$ cat src/rtl/mux_pkg.sv
// rtl/mux_pkg.sv - shared constants and index helper for the channel mux
package mux_pkg;

  localparam logic MODE_DIRECT = 1'b0;
  localparam logic MODE_SCAN   = 1'b1;

  function automatic int unsigned next_idx(input int unsigned idx, input int unsigned n);
    return (idx + 1 >= n) ? 0 : idx + 1;
  endfunction

endpackage

$ cat src/rtl/rr_arbiter.sv
// rtl/rr_arbiter.sv - combinational round-robin grant starting at ptr
module rr_arbiter #(
  parameter  int NCH  = 4,
  localparam int SELW = $clog2(NCH)
) (
  input  logic [NCH-1:0]  req,
  input  logic [SELW-1:0] ptr,
  input  logic            en,
  output logic [NCH-1:0]  gnt,
  output logic [SELW-1:0] gnt_idx,
  output logic            any
);

  // ptr is always < NCH, so a single conditional subtract gives the wrap
  always_comb begin
    int w_k;
    gnt     = '0;
    gnt_idx = '0;
    any     = 1'b0;
    w_k     = 0;
    for (int i = 0; i < NCH; i++) begin
      w_k = int'(ptr) + i;
      if (w_k >= NCH) w_k = w_k - NCH;
      if (en && !any && req[w_k]) begin
        gnt[w_k] = 1'b1;
        gnt_idx  = SELW'(w_k);
        any      = 1'b1;
      end
    end
  end

endmodule

$ cat src/rtl/mux_n_to_1_arb.sv
// rtl/mux_n_to_1_arb.sv - N-channel registered mux with direct select or round-robin scan
module mux_n_to_1_arb
  import mux_pkg::*;
#(
  parameter  int WIDTH = 8,
  parameter  int NCH   = 4,
  localparam int SELW  = $clog2(NCH)
) (
  input  logic                 clk,
  input  logic                 rst,
  input  logic                 mode,
  input  logic [SELW-1:0]      sel,
  input  logic                 sel_load,
  input  logic [NCH*WIDTH-1:0] in_data,
  input  logic [NCH-1:0]       in_valid,
  output logic [NCH-1:0]       in_ready,
  output logic [WIDTH-1:0]     out_data,
  output logic [SELW-1:0]      out_ch,
  output logic                 out_valid,
  input  logic                 out_ready,
  output logic                 sel_err
);

  logic [SELW-1:0]  r_sel;
  logic [SELW-1:0]  r_rr_ptr;
  logic [WIDTH-1:0] r_out_data;
  logic [SELW-1:0]  r_out_ch;
  logic             r_out_valid;
  logic             r_sel_err;

  logic             w_can_load;
  logic             w_sel_ok;
  logic             w_scan;
  logic             w_accept;
  logic             w_arb_any;
  logic [NCH-1:0]   w_arb_gnt;
  logic [NCH-1:0]   w_dir_gnt;
  logic [NCH-1:0]   w_grant;
  logic [NCH-1:0]   w_take;
  logic [SELW-1:0]  w_arb_idx;
  logic [SELW-1:0]  w_idx;
  logic [WIDTH-1:0] w_ch_data [NCH];

  for (genvar g = 0; g < NCH; g++) begin : g_unpack
    assign w_ch_data[g] = in_data[g*WIDTH +: WIDTH];
  end

  assign w_can_load = !r_out_valid || out_ready;
  assign w_sel_ok   = int'(r_sel) < NCH;
  assign w_scan     = (mode == MODE_SCAN);

  always_comb begin
    w_dir_gnt = '0;
    if (w_can_load && w_sel_ok) w_dir_gnt[r_sel] = 1'b1;
  end

  rr_arbiter #(.NCH(NCH)) u_arb (
    .req     (in_valid),
    .ptr     (r_rr_ptr),
    .en      (w_can_load && w_scan),
    .gnt     (w_arb_gnt),
    .gnt_idx (w_arb_idx),
    .any     (w_arb_any)
  );

  // Grants are suppressed while reset is held so no handshake straddles it
  assign w_grant  = rst ? '0 : (w_scan ? w_arb_gnt : w_dir_gnt);
  assign w_take   = w_grant & in_valid;
  assign w_accept = w_scan ? (w_arb_any && !rst) : (|w_take);
  assign w_idx    = w_scan ? w_arb_idx : r_sel;

  always_ff @(posedge clk or posedge rst) begin
    if (rst) begin
      r_sel       <= '0;
      r_rr_ptr    <= '0;
      r_out_data  <= '0;
      r_out_ch    <= '0;
      r_out_valid <= 1'b0;
      r_sel_err   <= 1'b0;
    end else begin
      if (sel_load) r_sel <= sel;
      if (!w_scan && !w_sel_ok) r_sel_err <= 1'b1;
      if (w_accept) begin
        r_out_data  <= w_ch_data[w_idx];
        r_out_ch    <= w_idx;
        r_out_valid <= 1'b1;
        if (w_scan) r_rr_ptr <= SELW'(next_idx(32'(w_arb_idx), NCH));
      end else if (out_ready) begin
        r_out_valid <= 1'b0;
      end
    end
  end

  assign in_ready  = w_grant;
  assign out_data  = r_out_data;
  assign out_ch    = r_out_ch;
  assign out_valid = r_out_valid;
  assign sel_err   = r_sel_err;

endmodule
$ cat config.mk
export PLATFORM = sky130hd
export DESIGN_NAME = mux_n_to_1_arb
export DESIGN_NICKNAME = d
export VERILOG_FILES = /design/src/rtl/mux_pkg.sv /design/src/rtl/rr_arbiter.sv /design/src/rtl/mux_n_to_1_arb.sv
export SDC_FILE = /design/constraint.sdc
export NUM_CORES = 1
export LEC_CHECK = 0
export CAP_MARGIN = 10
export CORE_MARGIN = 8
export CORE_UTILIZATION = 49
export DETAILED_ROUTE_END_ITERATION = 10
export DONT_BUFFER_PORTS = 1
export GPL_TIMING_DRIVEN = 0
export PLACE_DENSITY = 0.71
export SYNTH_ARGS = -nofsm -noshare
export SYNTH_HDL_FRONTEND = slang
export SYNTH_SLANG_ARGS = --single-unit
$ cat constraint.sdc
create_clock -name clk -period 3.7 [get_ports clk]
set_input_delay 0.185 -clock clk [delete_from_list [all_inputs] [get_ports clk]]
set_output_delay 0.185 -clock clk [all_outputs]
set_load 0.05 [all_outputs]
==> reports/results.ini <==
[detailed_routing]
vias=1401
dr.pass1.iters=4
drtIter0Drc=111
wl_um=4420
drcViolationCount=0
viasPerCell=6.118
post_drt_wl_per_cell_um=19.30
ant_nets=0

[sta]
finalSetupTns_ns=0
relSlewSlack_pct=59.38
worst_pin_slew_ns=0.6087
fmax_mhz=284.8
fin_crit_sh_pct=94.91
rsz0062_at_grt=no
fin_skew_ns=0.001857
hold_violations=0
holdWs_ns=0.01757
setup_violations=0
period_needed_ns=3.512
drv_slew=0

[synthesis]
netlist.area_leader.share_pct=22.51
syn_inst=175
synth.cell_area_um2=1668
syn_nets=227
yosysWarnings=0
synth_seq_cells=15
synth.area.top_cells=dfrtp_1 23%, mux2i_1 19%, ha_1 6.8%
synth_most_common_cell=mux2i_1
synth-async-reset-ratio_pct=100.0
synth_cell_types=38
yosys.area.top_type=dfrtp_1
synth_edf_count=0
synth_flop_cell=dfrtp_1
synth_common_cells=31 x mux2i_1, 15 x dfrtp_1, 13 x inv_1
syn_area_per_cell_um2=9.531
seq_area_frac_synth_pct=22.51

[power_and_ir_drop]
cellPowerDensity_nw_per_um2=811.2
p_leak_nw=0.8358
ir_drop_v=0.0004861

[placement]
dp.cells=221
globalplace.congestion=0.8361
place_hpwl_um=3454
portBuffers=0
placed_cell_area_um2=1725

[final_layout]
fill_cells=332
seqCellArea_um2=376.6
drive_gt1_share_pct=16.94
final_area_um2=1790
final_util_pct=54.08
nets=236
antenna_cells=0
multi_input_area_um2=1154
area_growth_pct=7.352
final_cells=229

[cts]
clock-sinks=15
h-tree-depth=1
numCtsBuffers=3
insertion_delay_ns=0.28
clock_path_buffers=2
clk_pin_slew_ns=0.09
clk_root_buffer_cell=clkbuf_4
cts_tree=yes

[global_routing]
first_global_vias=1450
antenna_found_initial=0
grt_max_degree=17
grt_overflow=0
grt_pass1_wl_um=7293
grt_usage_pct=16.82

[floorplan]
ios=59
core_area_um2=3311
initial_core_util_pct=50.38
die_x_um=74.34
dieArea_um2=5526
fp.dieH_um=74.34
fp-row-count=21

[critical_path]
worstSetupEndpointType=flop
cp_max_fo=10
path_class=flop to flop
required_ns=3.87
start_kind=flop
arrival_ns=3.69

[hold_path]
hold_path.class=input pin to flop

[job]
maxCapViolations=0

[run_status]
status=complete, no violations

==> area by class of cell <==
class                      instances  area share, %
buffer                            14          5.171
clock buffer                       4          1.468
inverter                          13          2.725
multi-input combinational        133          64.43
sequential                        15          21.03
tap                               46          3.215
timing repair buffer               4          1.957
==> routing by layer <==
layer	global-route usage, %	part of all wire (%)	vias to the layer above
met4	2.391	0.66	0
met5	0	0	-
met1	21.26	41	671
met2	28.22	51	57
met3	4.717	7.6	4
li1	-	-	669
==> worst max-delay path: stages, from the launching register on <==
cell	delay, ns
dfrtp_2	0.44
buf_6	0.15
inv_1	0.14
ha_1	0.32
buf_2	0.18
mux4_2	0.50
buf_2	0.20
nand2b_1	0.17
nor3_1	0.07
a211oi_1	0.26
buf_4	0.18
buf_6	0.16
mux2i_1	0.22
mux2i_1	0.11
mux2_4	0.29
==> path summary, 6_finish.rpt <==
kind,startpoint,end,slack (ns),cells past startpoint
max,r_rr_ptr[0],out_data[4],0.19,14
min,sel_load,r_sel[0],0.02,2
max reg2reg,r_rr_ptr[0],out_data[4],0.19,14
min reg2reg,r_sel[1],r_sel[1],0.69,2
max in group asynchronous,rst,r_rr_ptr[0],2.86,2
min in group asynchronous,rst,r_sel[1],0.41,2
==> where the power goes <==
part | internal [W] | switching (W) | leakage (nW) | total [W]
registers | 0.000232 | 0.000285 | 0.179 | 0.000518
logic | 0.000397 | 0.000443 | 0.642 | 0.000841
clock network | 0.0000419 | 0.0000523 | 0.0150 | 0.0000942
total | 0.000671 | 0.000781 | 0.836 | 0.00145
==> what timing repair did <==
action                     CTS  global route
buffers inserted             0             2
hold buffers                 2             0
resized for setup            1             2
setup endpoints to repair    7             9
gates cloned                 0             0
hold endpoints to repair    17             0
==> sequential cells by signal, summed over array words and instances (netlist names) <==
signal,count
out_data,8
out_ch,2
out_valid,1
r_rr_ptr,2
r_sel,2
==> cell families (layout without fill, tap and decap cells) <==
group | count (synthesis) | in the layout | synth area share (%)
buffers and inverters | 27 | 35 | 8.327
AO/OA/AOI/OAI | 41 | 41 | 18.15
adder cells (fa/ha/maj) | 9 | 9 | 6.752
other | 1 | 1 | 0.2248
flip-flops | 15 | 15 | 22.51
AND/OR/NAND/NOR | 37 | 37 | 12.38
multiplexers | 45 | 45 | 31.66
==> cells in the final DEF, fill, tap and decap left out, drive strengths merged, types with 2 or more instances in the layout <==
cell / synthesis / layout
o211ai: 2 / 2
dlygate4sd3: 0 / 2
a21oi: 10 / 10
nand2b: 7 / 7
nand2: 10 / 10
mux4: 3 / 3
o311ai: 4 / 4
nand3b: 5 / 5
a211oi: 5 / 5
inv: 13 / 13
nand3: 4 / 4
nor2: 4 / 4
mux2i: 31 / 31
o31a: 4 / 4
dfrtp: 15 / 15
o21ai: 6 / 6
clkbuf: 6 / 10
nand4: 2 / 2
mux2: 11 / 11
o41ai: 4 / 4
nor3: 2 / 2
buf: 8 / 10
ha: 9 / 9
==> per-stage QoR <==
stage	power [W]	worst slack, ns
2_1_floorplan	0.001177	0.4718
3_3_place_gp	0.001308	0.1223
3_5_place_dp	0.001334	-0.04374
4_1_cts	0.001438	0.005186
5_1_grt	0.001551	0.002711
6_report	0.001452	0.1884
No activity file was read; power rests on OpenSTA's default activity.
